`src/rtl/dcache_axi_pkg.sv`:
```
// Shared types and constants for the data-cache to AXI3 bridge.
// Holds the bridge FSM encoding and the fixed AXI burst attributes.
package dcache_axi_pkg;

  typedef enum logic [2:0] {
    ST_IDLE = 3'd0,
    ST_AR   = 3'd1,
    ST_R    = 3'd2,
    ST_AW   = 3'd3,
    ST_W    = 3'd4,
    ST_B    = 3'd5
  } bridge_state_t;

  localparam logic [1:0] AXI_BURST_INCR = 2'b01;
  localparam logic [2:0] AXI_SIZE_WORD  = 3'd2;

  // Byte-offset width of a cache line: word index bits plus the two byte bits.
  function automatic int unsigned line_off_bits(input int unsigned line_words);
    return $clog2(line_words) + 2;
  endfunction

endpackage

```
`src/rtl/dcache_axi_bridge.sv`:
```
// Converts word-at-a-time cache refill/write-back requests into AXI3 INCR
// line bursts and hands per-word accept/complete pulses back to the cache.
module dcache_axi_bridge
  import dcache_axi_pkg::*;
#(
  parameter int unsigned LINE_WORDS = 8,
  parameter logic [3:0]  AXI_ID     = 4'd1
) (
  input  logic        clk,
  input  logic        reset,
  input  logic        mem_req,
  input  logic        mem_wen,
  input  logic [31:0] mem_addr,
  input  logic [31:0] mem_wdata,
  input  logic        wlast,
  output logic [31:0] mem_rdata,
  output logic        mem_addr_ok,
  output logic        mem_data_ok,
  output logic [3:0]  arid,
  output logic [31:0] araddr,
  output logic [7:0]  arlen,
  output logic [2:0]  arsize,
  output logic [1:0]  arburst,
  output logic        arvalid,
  input  logic        arready,
  input  logic [31:0] rdata,
  input  logic        rlast,
  input  logic        rvalid,
  output logic        rready,
  output logic [3:0]  awid,
  output logic [31:0] awaddr,
  output logic [7:0]  awlen,
  output logic [2:0]  awsize,
  output logic [1:0]  awburst,
  output logic        awvalid,
  input  logic        awready,
  output logic [3:0]  wid,
  output logic [31:0] wdata,
  output logic [3:0]  wstrb,
  output logic        axi_wlast,
  output logic        wvalid,
  input  logic        wready,
  input  logic        bvalid,
  output logic        bready,
  output logic        proto_err
);

  localparam int unsigned    CNT_W     = $clog2(LINE_WORDS);
  localparam logic [CNT_W-1:0] LAST_BEAT = CNT_W'(LINE_WORDS - 1);
  localparam logic [CNT_W-1:0] CNT_ONE   = CNT_W'(1'b1);
  localparam logic [7:0]     BURST_LEN = 8'(LINE_WORDS - 1);
  localparam logic [31:0]    LINE_MASK = ~((32'd1 << line_off_bits(LINE_WORDS)) - 32'd1);

  bridge_state_t    state_r, next_s;
  logic [CNT_W-1:0] cnt_r;
  logic [31:0]      addr_r;
  logic             proto_err_r;
  logic             addr_ld_s, cnt_inc_s, ok_s, perr_set_s, last_beat_s;
  logic             arvalid_s, awvalid_s, rready_s, wvalid_s, bready_s;

  assign last_beat_s = (state_r == ST_W) && (cnt_r == LAST_BEAT);
  // The cache's own wlast is only cross-checked, never forwarded to AXI.
  assign perr_set_s  = wvalid_s & wready & (wlast != last_beat_s);

  // State, beat counter, latched line address and sticky protocol error.
  always_ff @(posedge clk) begin
    if (!reset) begin
      state_r     <= ST_IDLE;
      cnt_r       <= {CNT_W{1'b0}};
      addr_r      <= 32'd0;
      proto_err_r <= 1'b0;
    end else begin
      state_r <= next_s;
      if (addr_ld_s) begin
        addr_r <= mem_addr & LINE_MASK;
        cnt_r  <= {CNT_W{1'b0}};
      end else if (cnt_inc_s) begin
        cnt_r <= cnt_r + CNT_ONE;
      end
      if (perr_set_s) begin
        proto_err_r <= 1'b1;
      end
    end
  end

  // Next-state decode and per-state AXI handshake signals.
  always_comb begin
    next_s    = state_r;
    addr_ld_s = 1'b0;
    cnt_inc_s = 1'b0;
    ok_s      = 1'b0;
    arvalid_s = 1'b0;
    awvalid_s = 1'b0;
    rready_s  = 1'b0;
    wvalid_s  = 1'b0;
    bready_s  = 1'b0;
    case (state_r)
      ST_IDLE: begin
        if (mem_req) begin
          addr_ld_s = 1'b1;
          next_s    = mem_wen ? ST_AW : ST_AR;
        end else begin
          next_s = ST_IDLE;
        end
      end
      ST_AR: begin
        arvalid_s = 1'b1;
        next_s    = arready ? ST_R : ST_AR;
      end
      ST_R: begin
        rready_s = 1'b1;
        if (rvalid) begin
          ok_s      = 1'b1;
          cnt_inc_s = 1'b1;
          next_s    = rlast ? ST_IDLE : ST_R;
        end else begin
          next_s = ST_R;
        end
      end
      ST_AW: begin
        awvalid_s = 1'b1;
        next_s    = awready ? ST_W : ST_AW;
      end
      ST_W: begin
        wvalid_s = mem_req & mem_wen;
        if (wvalid_s && wready) begin
          cnt_inc_s = 1'b1;
          // Final word is acknowledged only once the write response arrives.
          if (last_beat_s) begin
            next_s = ST_B;
          end else begin
            ok_s   = 1'b1;
            next_s = ST_W;
          end
        end else begin
          next_s = ST_W;
        end
      end
      ST_B: begin
        bready_s = 1'b1;
        if (bvalid) begin
          ok_s   = 1'b1;
          next_s = ST_IDLE;
        end else begin
          next_s = ST_B;
        end
      end
      default: begin
        next_s = ST_IDLE;
      end
    endcase
  end

  assign mem_rdata   = rdata;
  assign mem_addr_ok = ok_s;
  assign mem_data_ok = ok_s;
  assign arid        = AXI_ID;
  assign araddr      = addr_r;
  assign arlen       = BURST_LEN;
  assign arsize      = AXI_SIZE_WORD;
  assign arburst     = AXI_BURST_INCR;
  assign arvalid     = arvalid_s;
  assign rready      = rready_s;
  assign awid        = AXI_ID;
  assign awaddr      = addr_r;
  assign awlen       = BURST_LEN;
  assign awsize      = AXI_SIZE_WORD;
  assign awburst     = AXI_BURST_INCR;
  assign awvalid     = awvalid_s;
  assign wid         = AXI_ID;
  assign wdata       = mem_wdata;
  assign wstrb       = 4'hF;
  assign axi_wlast   = last_beat_s;
  assign wvalid      = wvalid_s;
  assign bready      = bready_s;
  assign proto_err   = proto_err_r;

endmodule

```
`config.mk`:
```
export PLATFORM = sky130hd
export DESIGN_NAME = dcache_axi_bridge
export DESIGN_NICKNAME = d
export VERILOG_FILES = /design/src/rtl/dcache_axi_pkg.sv /design/src/rtl/dcache_axi_bridge.sv
export SDC_FILE = /design/constraint.sdc
export NUM_CORES = 1
export LEC_CHECK = 0
export BUFFER_PORTS_ARGS = -buffer_cell sky130_fd_sc_hd__buf_4
export CORE_AREA = 2 2 112 114
export CTS_CLUSTER_DIAMETER = 200
export DETAILED_ROUTE_END_ITERATION = 10
export DIE_AREA = 0 0 114 116
export HOLD_SLACK_MARGIN = 0.08
export MAX_ROUTING_LAYER = met4
export PLACE_DENSITY_LB_ADDON = 0.15
export SKIP_CTS_REPAIR_TIMING = 1
export SYNTH_ARGS = -nofsm -noshare
export SYNTH_HDL_FRONTEND = slang
export SYNTH_SLANG_ARGS = --single-unit
```
`constraint.sdc`:
```
create_clock -name clk -period 1.75 [get_ports clk]
set_input_delay 0.2625 -clock clk [delete_from_list [all_inputs] [get_ports clk]]
set_output_delay 0.2625 -clock clk [all_outputs]
set_load 0.1 [all_outputs]
```
==> impl_results.rst, run 1 <==
.. list-table::
   :header-rows: 1

   * - Metric
     - Value
   * - Per-cell routed wire length
     - around 12 µm
   * - Required time of the critical path
     - roughly 1.5 ns
   * - Share of the clock period used by the worst path
     - 101.9%
   * - Fraction of layout instances using a drive strength above 1
     - roughly 40%
   * - Nature of the critical path endpoint
     - output port
   * - Post-Place Cell Area
     - 0.002626 mm²
   * - Post-detailed-route DRC marker count
     - 0
   * - Initial core utilization
     - 21.46%
   * - Diode insertion count for antenna repair
     - 0
   * - Largest stage delay, worst path
     - 0.34 ns
   * - Router iterations before antenna repair
     - 4
   * - Worst path arrival time
     - between 1.5 and 2 ns
   * - Iter 0 DRT Violations
     - 66
   * - Post-layout min period
     - 1.783 ns
   * - TritonCTS clock tree
     - built
   * - Global-route wire length before repair
     - 8431 µm
   * - Kind of start point of the critical path
     - flip-flop
   * - Number of buffers and inverters on the critical path
     - 1
   * - Total via count in the routed design
     - about 1800
   * - Slowest cell on the critical path
     - sky130_fd_sc_hd__dfxtp_4
   * - Cell area after technology mapping
     - around 0.0026 mm²
   * - Max Transition Viols Final
     - 0
   * - Clock latency reported for the late side of the worst-skew pair
     - 0.27 ns
   * - Die Outline Area
     - 0.01322 mm²
   * - Total of fill cells in the finished design
     - 1331
   * - Pin count of the biggest net entering global routing
     - 25
   * - Global-route total usage across every layer
     - around 8.4%
   * - Aggregate routed wire length
     - 5853 µm
   * - Leakage Power
     - 1.336 nW
   * - Detail-routed via count per cell
     - about 3.7
   * - Failing checks
     - setup timing
   * - CP top delay family
     - simple AND/OR/NAND/NOR gates
   * - Routability-driven placement congestion ratio
     - 0.7179
   * - Switching part of the total
     - 53.00%
   * - IO Count
     - 286
   * - Syn Area/Cell
     - 7.890 µm²
   * - Maximum capacitance violations
     - 0
   * - TritonCTS Buffers
     - 5
   * - Rows
     - 40
   * - Half-perimeter wire length after detailed placement
     - 4419 µm
   * - Minimum setup slack in the final design
     - -0.03282 ns
   * - TritonCTS sink count
     - 34
   * - CTS root buf
     - sky130_fd_sc_hd__clkbuf_16
   * - Sequential share of the synthesized area
     - between 20% and 30%
   * - Finished layout cell area
     - around 0.0028 mm²
   * - Die width
     - 114 µm
   * - Maximum frequency from static timing analysis
     - 560.9 MHz
   * - Antenna violations before repair
     - 0
   * - Number of global-route vias before repair
     - 1554
   * - Highest fanout seen on the critical path
     - 3
   * - Yosys top cell area share
     - a little over two fifths
   * - Cell accounting for the most synthesized area
     - sky130_fd_sc_hd__buf_4
   * - Buffer levels on the longest clock path
     - 2
   * - Top cells by area in the synthesized netlist
     - sky130_fd_sc_hd__buf_4, sky130_fd_sc_hd__dfxtp_1, sky130_fd_sc_hd__nand2_1
   * - Setup Slack @ Placement
     - 0.1284 ns
   * - Final Skew
     - between 0.002 and 0.003 ns
   * - PwrDens
     - 1221 mW/mm²
   * - Placeable core region
     - 0.01191 mm²
   * - Post-synthesis register bit count
     - 34
   * - Cells traversed along the worst timing path
     - and4bb_1 > nand3_2 > o221ai_4 > buf_12
   * - Port Buffer Count
     - 100
   * - Final hold vios
     - 0
   * - Syn. warnings
     - 0
   * - Gate power share
     - 50.7%
   * - Cell count after synthesis
     - roughly 320
   * - Number of levels the H-tree was split into
     - 2
   * - Syn-to-layout area delta
     - 11.31%
   * - Fin nets
     - 444
   * - IR Drop Worst-Case VDD
     - 0.2741 mV
   * - RSZ-0062 raised after global routing
     - yes
   * - Final ANT Viol Nets
     - 0
   * - Share of total power in sequential cells
     - 25.3%
   * - Final Util
     - 23.89%
   * - Number of distinct library cells after synthesis
     - 35
   * - Final number of setup-violating endpoints
     - 2
   * - Clock network fraction of design power
     - about a quarter
   * - Die Y-Extent
     - 116 µm
   * - Remaining global-route overflow
     - 0
   * - Class of the tightest hold or removal check
     - in -> reg
   * - Cell internal pwr
     - around 0.0016 W
   * - CTS clock-pin slew for the worst setup and hold paths
     - 0.05 ns
   * - Run status
     - finished with violations
   * - Kind of critical path
     - reg -> out
   * - Switching power total
     - 0.001841 W
==> cells by family after synthesis <==
family | after synthesis | synth area share (%)
adder cells (fa/ha/maj) | 2 | 0.9788
multiplexers | 3 | 1.175
AO/OA/AOI/OAI | 37 | 8.272
AND/OR/NAND/NOR | 86 | 16.40
buffers and inverters | 159 | 45.91
XOR/XNOR | 1 | 0.3427
flip-flops | 34 | 26.63
other | 2 | 0.2938
==> final timing paths <==
check	start	cells past startpoint	slack (ns)	to
setup reg to reg	state_r[2]	5	0.15	araddr[28]
hold reg to reg	araddr[17]	2	0.47	araddr[17]
setup / recovery	state_r[0]	4	-0.03	mem_addr_ok
hold / removal	mem_addr[27]	3	0.23	araddr[27]
==> per-stage QoR <==
step           hold slack (ns)  total power [W]  setup TNS (ns)  cells
3_5_place_dp            0.4678         0.002649               0    474
4_1_cts                 0.2278         0.003506         -0.4613    481
3_3_place_gp            0.4614         0.002646               0    474
5_1_grt                 0.2301         0.003609         -0.1818    482
6_report                0.2340         0.003474        -0.06562    482
2_1_floorplan           0.3985         0.003209          -1.683    374
==> cells in the final DEF, fill, tap and decap left out, types with 3 or more instances in the layout <==
cell / n
sky130_fd_sc_hd__nand3_1: 4
sky130_fd_sc_hd__mux2i_1: 3
sky130_fd_sc_hd__clkbuf_16: 5
sky130_fd_sc_hd__conb_1: 52
sky130_fd_sc_hd__buf_12: 3
sky130_fd_sc_hd__nand2_1: 62
sky130_fd_sc_hd__a21oi_1: 28
sky130_fd_sc_hd__buf_4: 107
sky130_fd_sc_hd__o21ai_0: 3
sky130_fd_sc_hd__dfxtp_1: 31
==> sequential cells by signal, indices dropped and copies added (netlist names) <==
signal and flops:
proto_err 1, araddr 27, cnt_r 3, state_r 3
==> layout make-up <==
cell class,count,area [µm²],share of cell area [%]
clock buffer,5,125.1,4.398
sequential,34,686.9,24.14
inverter,2,7.507,0.2639
tap,147,183.9,6.464
clock inverter,2,10.01,0.3518
multi-input combinational,181,957.2,33.64
timing repair buffer,111,874.6,30.74
==> per-layer routing <==
| metal | wire, µm | GRT usage (%) |
|---|---|---|
| met1 | 2574 | 10.66 |
| met2 | 2582 | 12.30 |
| met3 | 545 | 2.406 |
| met4 | 150 | 4.228 |
| met5 | 0 | - |
==> power groups by stage <==
stage / Sequential [W] / Clock, W / Combinational, W
after global routing: 0.000887 / 0.000901 / 0.00182
final: 0.000877 / 0.000836 / 0.00176
after detailed placement: 0.000897 / 0 / 0.00175
after global placement: 0.000894 / 0 / 0.00175
after CTS: 0.000881 / 0.000873 / 0.00175
after floorplan: 0.00124 / 0 / 0.00197
==> cells in the mapped netlist <==
master / n
sky130_fd_sc_hd__buf_4: 146
sky130_fd_sc_hd__nand2_1: 62
sky130_fd_sc_hd__dfxtp_1: 34
sky130_fd_sc_hd__a21oi_1: 28
sky130_fd_sc_hd__buf_2: 5
sky130_fd_sc_hd__nand3_1: 5
sky130_fd_sc_hd__buf_6: 3
sky130_fd_sc_hd__clkbuf_1: 3
sky130_fd_sc_hd__mux2i_1: 3
sky130_fd_sc_hd__o21ai_0: 3
sky130_fd_sc_hd__conb_1: 2
sky130_fd_sc_hd__ha_1: 2
sky130_fd_sc_hd__inv_1: 2
sky130_fd_sc_hd__nand2b_1: 2
sky130_fd_sc_hd__nor2_1: 2
sky130_fd_sc_hd__nor2b_1: 2
sky130_fd_sc_hd__nor3b_1: 2
sky130_fd_sc_hd__a2111oi_0: 1
sky130_fd_sc_hd__a221oi_1: 1
sky130_fd_sc_hd__a31oi_1: 1
sky130_fd_sc_hd__a32oi_2: 1
sky130_fd_sc_hd__and2_1: 1
sky130_fd_sc_hd__and3b_1: 1
sky130_fd_sc_hd__and4bb_1: 1
sky130_fd_sc_hd__and4bb_2: 1
sky130_fd_sc_hd__nand3_2: 1
sky130_fd_sc_hd__nand4_1: 1
sky130_fd_sc_hd__nor3_1: 1
sky130_fd_sc_hd__nor3b_2: 1
sky130_fd_sc_hd__nor4b_4: 1
sky130_fd_sc_hd__o221ai_1: 1
sky130_fd_sc_hd__o31ai_1: 1
sky130_fd_sc_hd__or3_1: 1
sky130_fd_sc_hd__or4b_1: 1
sky130_fd_sc_hd__xnor2_1: 1
==> tightest hold or removal path, cell delays in order <==
cell and delay [ns]:
sky130_fd_sc_hd__buf_4 0.11, sky130_fd_sc_hd__nand2_1 0.04, sky130_fd_sc_hd__a21oi_1 0.05
Power figures use the tool's default switching activity.
==> run 2: changes to the inputs <==
--- a/config.mk
+++ b/config.mk
@@ -12,7 +12,7 @@
 export DIE_AREA = 0 0 114 116
 export HOLD_SLACK_MARGIN = 0.08
 export MAX_ROUTING_LAYER = met4
-export PLACE_DENSITY_LB_ADDON = 0.15
+export PLACE_DENSITY = 0.65
 export SKIP_CTS_REPAIR_TIMING = 1
 export SYNTH_ARGS = -nofsm -noshare
 export SYNTH_HDL_FRONTEND = slang
==> impl_results.rst, run 2 (synthesized netlist as in run 1, its figures left out) <==
.. list-table::
   :header-rows: 1

   * - Metric
     - Value
   * - Die Outline Area
     - 0.01322 mm² (unchanged)
   * - TritonCTS Buffers
     - 5 (unchanged)
   * - Capturing element of the worst setup path
     - mem_addr_ok
   * - PwrDens
     - 1218 mW/mm² (-0.23%)
   * - Leakage Power
     - 1.346 nW (+0.72%)
   * - Kind of start point of the critical path
     - flip-flop
   * - Number of global-route vias before repair
     - 1571 (+1.1%)
   * - Cells on worst reg2reg path
     - 4 (-1)
   * - Global-route total usage across every layer
     - 7.437% (-1.0 points)
   * - Maximum frequency from static timing analysis
     - 559.0 MHz (-0.34%)
   * - Detail-routed via count per cell
     - 3.674 (-1.4%)
   * - Class of the tightest hold or removal check
     - in -> reg
   * - Worst path arrival time
     - 1.53 ns (about the same)
   * - Layout Cells excl Fill
     - 482 (unchanged)
   * - Port Buffer Count
     - 100 (unchanged)
   * - Worst R2R Start
     - state_r[2]
   * - Switching part of the total
     - 51.68% (-1.3 points)
   * - Syn-to-layout area delta
     - 12.29%
   * - Maximum capacitance violations
     - 0 (unchanged)
   * - Logic depth of the worst setup path including buffers
     - 4 (unchanged)
   * - Iter 0 DRT Violations
     - 56 (-15%)
   * - IO Count
     - 286 (unchanged)
   * - CTS root buf
     - sky130_fd_sc_hd__clkbuf_16
   * - Half-perimeter wire length after detailed placement
     - 3962 µm (-10%)
   * - CTS clock-pin slew for the worst setup and hold paths
     - 0.06 ns (about the same)
   * - Fraction of layout instances using a drive strength above 1
     - 39.40% (-0.30 points)
   * - Final ANT Viol Nets
     - 0 (unchanged)
   * - Kind of critical path
     - reg -> out
   * - Worst hold slack
     - 0.2373 ns (+0.003253 ns)
   * - Number of buffers and inverters on the critical path
     - 1 (unchanged)
   * - Placeable core region
     - 0.01191 mm² (unchanged)
   * - Largest stage delay, worst path
     - 0.34 ns (about the same)
   * - Rows
     - 40 (unchanged)
   * - Total via count in the routed design
     - 1771 (-1.4%)
   * - Global-route wire length before repair
     - 7562 µm (-10%)
   * - Number of flip-flops in the largest register
     - 27 (unchanged)
   * - IR Drop Worst-Case VDD
     - 0.3071 mV (+12%)
   * - Switching power total
     - 0.001807 W (-1.9%)
   * - Routability-driven placement congestion ratio
     - 0.7803 (+8.7%)
   * - Run status
     - finished with violations
   * - Reg-to-reg endpoint
     - araddr[9]
   * - Placed instance count
     - 472 (-0.42%)
   * - Aggregate routed wire length
     - 5049 µm (-14%)
   * - Pin count of the biggest net entering global routing
     - 28 (+12%)
   * - Router iterations before antenna repair
     - 4 (unchanged)
   * - Final hold vios
     - 0 (unchanged)
   * - Clock latency reported for the late side of the worst-skew pair
     - 0.27 ns (about the same)
   * - Initial core utilization
     - 21.46% (unchanged)
   * - Cell internal pwr
     - 0.001690 W (+3.5%)
   * - Number of levels the H-tree was split into
     - 2 (unchanged)
   * - Gate power share
     - 50.2% (-0.5 points)
   * - Fin nets
     - 443 (-0.23%)
   * - Die width
     - 114 µm (unchanged)
   * - RSZ-0062 raised after global routing
     - yes
   * - Per-cell routed wire length
     - 10.48 µm (-14%)
   * - Post-layout min period
     - 1.789 ns (+0.006072 ns)
   * - Buffer levels on the longest clock path
     - 2 (unchanged)
   * - Reg-to-reg slack, setup
     - 0.24 ns (+0.09 ns)
   * - Slowest cell on the critical path
     - sky130_fd_sc_hd__dfxtp_2
   * - Required time of the critical path
     - 1.49 ns (about the same)
   * - TritonCTS clock tree
     - built
   * - Post-detailed-route DRC marker count
     - 0 (unchanged)
   * - Remaining global-route overflow
     - 0 (unchanged)
   * - TritonCTS sink count
     - 34 (unchanged)
   * - Start point of the critical path
     - state_r[1]
   * - Clock network fraction of design power
     - 24.8% (+0.8 points)
   * - CP top delay family
     - simple AND/OR/NAND/NOR gates
   * - Minimum setup slack in the final design
     - -0.03890 ns (-0.006073 ns)
   * - Hold Crit Start
     - mem_addr[17]
   * - Highest fanout seen on the critical path
     - 4 (+1)
   * - Antenna violations before repair
     - 0 (unchanged)
   * - Most used cells in the layout excluding fill and tap cells
     - sky130_fd_sc_hd__buf_4, sky130_fd_sc_hd__nand2_1, sky130_fd_sc_hd__conb_1
   * - Die Y-Extent
     - 116 µm (unchanged)
   * - Diode insertion count for antenna repair
     - 0 (unchanged)
   * - Max Transition Viols Final
     - 0 (unchanged)
   * - Final Skew
     - 0.007619 ns (+0.004809 ns)
   * - Final Util
     - 24.10% (+0.21 points)
   * - Final number of setup-violating endpoints
     - 2 (unchanged)
   * - Share of total power in sequential cells
     - 25.1% (-0.2 points)
   * - Share of the clock period used by the worst path
     - 102.2% (+0.35 points)
   * - Cells traversed along the worst timing path
     - and4bb_1 > nand3_2 > o221ai_4 > buf_12
   * - Most frequent standard cell in the layout excluding fill and tap cells
     - sky130_fd_sc_hd__buf_4
   * - Nature of the critical path endpoint
     - output port
   * - Failing checks
     - setup timing
run 2: power by group through the flow:
stage               logic, W  clock network, W  registers (W)
CTS                  0.00175          0.000906       0.000878
global placement     0.00174                 0       0.000890
detailed placement   0.00175                 0       0.000894
finish               0.00175          0.000866       0.000877
global route         0.00182          0.000939       0.000885
floorplan            0.00197                 0        0.00124
run 2: layer usage:
layer	GRT usage [%]	vias up	part of all wire (%)
met5	-	-	0
met4	5.528	0	4.6
met3	2.929	31	11
met2	11.83	115	47
met1	7.407	767	37
li1	-	858	-
run 2: worst min path at each step:
stage                       to  slack (ns)  depth (start not counted)
floorplan           araddr[10]        0.40                          2
global placement    araddr[17]        0.46                          2
detailed placement   proto_err        0.46                          2
CTS                 araddr[17]        0.23                          3
global route        araddr[30]        0.24                          3
finish              araddr[17]        0.24                          3
run 2: through the flow:
stage | instance area, µm² | setup TNS [ns] | power [W] | setup slack, ns
after global placement | 2636 | 0 | 0.002632 | 0.1564
after global routing | 2870 | -0.1700 | 0.003640 | -0.08003
after CTS | 2784 | -0.5053 | 0.003530 | -0.1647
final | 2870 | -0.07643 | 0.003497 | -0.03890
after detailed placement | 2636 | 0 | 0.002639 | 0.1511
after floorplan | 2808 | -1.683 | 0.003209 | -0.6924
run 2: area by class of cell:
class / count / area (µm²)
inverters: 2 / 7.507
flip-flops and latches: 34 / 684.4
multi-input cells: 181 / 947.2
well taps: 147 / 183.9
clock inverters: 1 / 5.005
repair buffers: 110 / 899.6
fillers: 1303 / 9041
clock buffers: 7 / 142.6
run 2: worst reg2reg max path, cell delays in order, from the launching register on:
cell                      delay [ns]
sky130_fd_sc_hd__dfxtp_1        0.31
sky130_fd_sc_hd__or4b_1         0.69
sky130_fd_sc_hd__buf_12         0.23
sky130_fd_sc_hd__nand2_1        0.09
sky130_fd_sc_hd__a21oi_1        0.06
==> run 3: changes to the inputs <==
--- a/config.mk
+++ b/config.mk
@@ -12,7 +12,7 @@
 export DIE_AREA = 0 0 114 116
 export HOLD_SLACK_MARGIN = 0.08
 export MAX_ROUTING_LAYER = met4
-export PLACE_DENSITY = 0.65
+export PLACE_DENSITY_LB_ADDON = 0.25
 export SKIP_CTS_REPAIR_TIMING = 1
 export SYNTH_ARGS = -nofsm -noshare
 export SYNTH_HDL_FRONTEND = slang
==> impl_results.rst, run 3 (synthesized netlist as in run 1, its figures left out) <==
.. list-table::
   :header-rows: 1

   * - Metric
     - Value
   * - Run status
     - finished with violations
   * - Failing checks
     - setup timing
   * - Hold Crit Start
     - mem_addr[26]
   * - TritonCTS sink count
     - 34 (unchanged)
   * - Port Buffer Count
     - 100 (unchanged)
   * - Required time of the critical path
     - 1.49 ns (about the same)
   * - Number of buffers and inverters on the critical path
     - 1 (unchanged)
   * - Detail-routed via count per cell
     - 3.718 (+1.2%)
   * - IR Drop Worst-Case VDD
     - 0.3846 mV (+25%)
   * - Switching power total
     - 0.001829 W (+1.2%)
   * - TritonCTS Buffers
     - 5 (unchanged)
   * - Post-detailed-route DRC marker count
     - 0 (unchanged)
   * - Leakage Power
     - 1.344 nW (-0.11%)
   * - Buffer levels on the longest clock path
     - 2 (unchanged)
   * - Per-cell routed wire length
     - 11.57 µm (+10%)
   * - Pin count of the biggest net entering global routing
     - 33 (+18%)
   * - Largest stage delay, worst path
     - 0.35 ns (about the same)
   * - Initial core utilization
     - 21.46% (unchanged)
   * - CTS clock-pin slew for the worst setup and hold paths
     - 0.06 ns (about the same)
   * - Share of the clock period used by the worst path
     - 103.1% (+0.85 points)
   * - Total power consumption of the routed design
     - 0.003510 W (+0.37%)
   * - RSZ-0062 raised after global routing
     - yes
   * - Cell internal pwr
     - 0.001681 W (-0.54%)
   * - Die Outline Area
     - 0.01322 mm² (unchanged)
   * - Clock latency reported for the late side of the worst-skew pair
     - 0.28 ns (about the same)
   * - Post-layout min period
     - 1.804 ns (+0.01489 ns)
   * - Worst R2R Start
     - state_r[0]
   * - Remaining global-route overflow
     - 0 (unchanged)
   * - Share of total power in sequential cells
     - 25.0% (about the same)
   * - Global-route wire length before repair
     - 8314 µm (+9.9%)
   * - Class of the tightest hold or removal check
     - in -> reg
   * - Iter 0 DRT Violations
     - 48 (-14%)
   * - Die width
     - 114 µm (unchanged)
   * - Final number of setup-violating endpoints
     - 2 (unchanged)
   * - Final Util
     - 24.00% (-0.095 points)
   * - Most frequent standard cell in the layout excluding fill and tap cells
     - sky130_fd_sc_hd__buf_4
   * - TritonCTS clock tree
     - built
   * - Fraction of layout instances using a drive strength above 1
     - 39.29% (-0.12 points)
   * - Global-route total usage across every layer
     - 8.354% (+0.92 points)
   * - Half-perimeter wire length after detailed placement
     - 4083 µm (+3.1%)
   * - Start point of the critical path
     - state_r[0]
   * - Most used cells in the layout excluding fill and tap cells
     - sky130_fd_sc_hd__buf_4, sky130_fd_sc_hd__nand2_1, sky130_fd_sc_hd__conb_1
   * - Placeable core region
     - 0.01191 mm² (unchanged)
   * - Maximum frequency from static timing analysis
     - 554.4 MHz (-0.83%)
   * - Fin nets
     - 444 (+0.23%)
   * - Maximum capacitance violations
     - 0 (unchanged)
   * - Cells traversed along the worst timing path
     - and4bb_1 > nand3_2 > o221ai_4 > buf_12
   * - IO Count
     - 286 (unchanged)
   * - CTS root buf
     - sky130_fd_sc_hd__clkbuf_16
   * - Clock network fraction of design power
     - 25.2% (+0.4 points)
   * - Total via count in the routed design
     - 1796 (+1.4%)
   * - Kind of start point of the critical path
     - flip-flop
   * - Die Y-Extent
     - 116 µm (unchanged)
   * - Final hold vios
     - 0 (unchanged)
   * - Slowest cell on the critical path
     - sky130_fd_sc_hd__dfxtp_4
   * - Number of flip-flops in the largest register
     - 27 (unchanged)
   * - Number of levels the H-tree was split into
     - 2 (unchanged)
   * - Minimum setup slack in the final design
     - -0.05378 ns (-0.01489 ns)
   * - Router iterations before antenna repair
     - 3 (-1)
   * - Final Skew
     - 0.006117 ns (-0.001501 ns)
   * - Syn-to-layout area delta
     - 11.85%
   * - Antenna violations before repair
     - 0 (unchanged)
   * - Gate power share
     - 49.8% (-0.4 points)
   * - Rows
     - 40 (unchanged)
   * - Nature of the critical path endpoint
     - output port
   * - Kind of critical path
     - reg -> out
   * - CP top delay family
     - simple AND/OR/NAND/NOR gates
   * - Highest fanout seen on the critical path
     - 4 (unchanged)
   * - PwrDens
     - 1228 mW/mm² (+0.76%)
   * - Number of global-route vias before repair
     - 1648 (+4.9%)
   * - Routability-driven placement congestion ratio
     - 0.7469 (-4.3%)
   * - Final ANT Viol Nets
     - 0 (unchanged)
   * - Switching part of the total
     - 52.11% (+0.44 points)
   * - Worst path arrival time
     - 1.54 ns (about the same)
   * - Aggregate routed wire length
     - 5586 µm (+11%)
   * - Diode insertion count for antenna repair
     - 0 (unchanged)
   * - Max Transition Viols Final
     - 0 (unchanged)
==> run 3: cell types whose count changed in the layout (fill, tap and decap cells not counted), sizes merged <==
| cell | change |
|---|---|
| buf | +1 |
==> run 3: area by class of cell <==
cell class,instances,area [µm²]
multi-input cells,181,947.2
inverters,2,7.507
repair buffers,111,887.1
flip-flops and latches,34,685.7
clock buffers,7,142.6
well taps,147,183.9
fillers,1341,9052
clock inverters,1,5.005
==> run 3: power groups by stage <==
stage	combinational (W)	clock, W	sequential (W)
after global routing	0.00181	0.000962	0.000883
after global placement	0.00174	0	0.000894
after detailed placement	0.00174	0	0.000896
after floorplan	0.00197	0	0.00124
after CTS	0.00174	0.000936	0.000880
final	0.00175	0.000885	0.000876
==> run 3: per-stage QoR <==
stage / cells / instance area, µm² / hold WS [ns] / setup slack, ns / TNS, ns
floorplan: 374 / 2808 / 0.3985 / -0.6924 / -1.683
global placement: 472 / 2624 / 0.4565 / 0.1341 / 0
detailed placement: 472 / 2624 / 0.4514 / 0.1165 / 0
CTS: 480 / 2771 / 0.2228 / -0.1949 / -0.4742
global route: 483 / 2859 / 0.2407 / -0.1001 / -0.2194
finish: 483 / 2859 / 0.2312 / -0.05378 / -0.1071
==> run 3: worst paths after layout <==
kind / endpoint / slack, ns / cells after the start
min: araddr[26] / 0.23 / 3
max reg2reg: araddr[6] / 0.15 / 5
min reg2reg: proto_err / 0.46 / 2
max: mem_addr_ok / -0.05 / 4
==> run 3: worst register-to-register path: cells and delay by family (launching register included) <==
kind | cells | cell delay, ns
AND/OR/NAND/NOR | 2 | 0.63
AO/OA/AOI/OAI | 1 | 0.06
buffers and inverters | 2 | 0.41
flip-flops | 1 | 0.35
==> run 3: per-layer routing <==
layer / vias up / GRT usage (%) / wire (µm)
li1: 858 / - / -
met1: 792 / 8.924 / 2316
met2: 122 / 13.37 / 2487
met3: 24 / 2.877 / 544
met4: 0 / 5.122 / 237
met5: - / - / 0
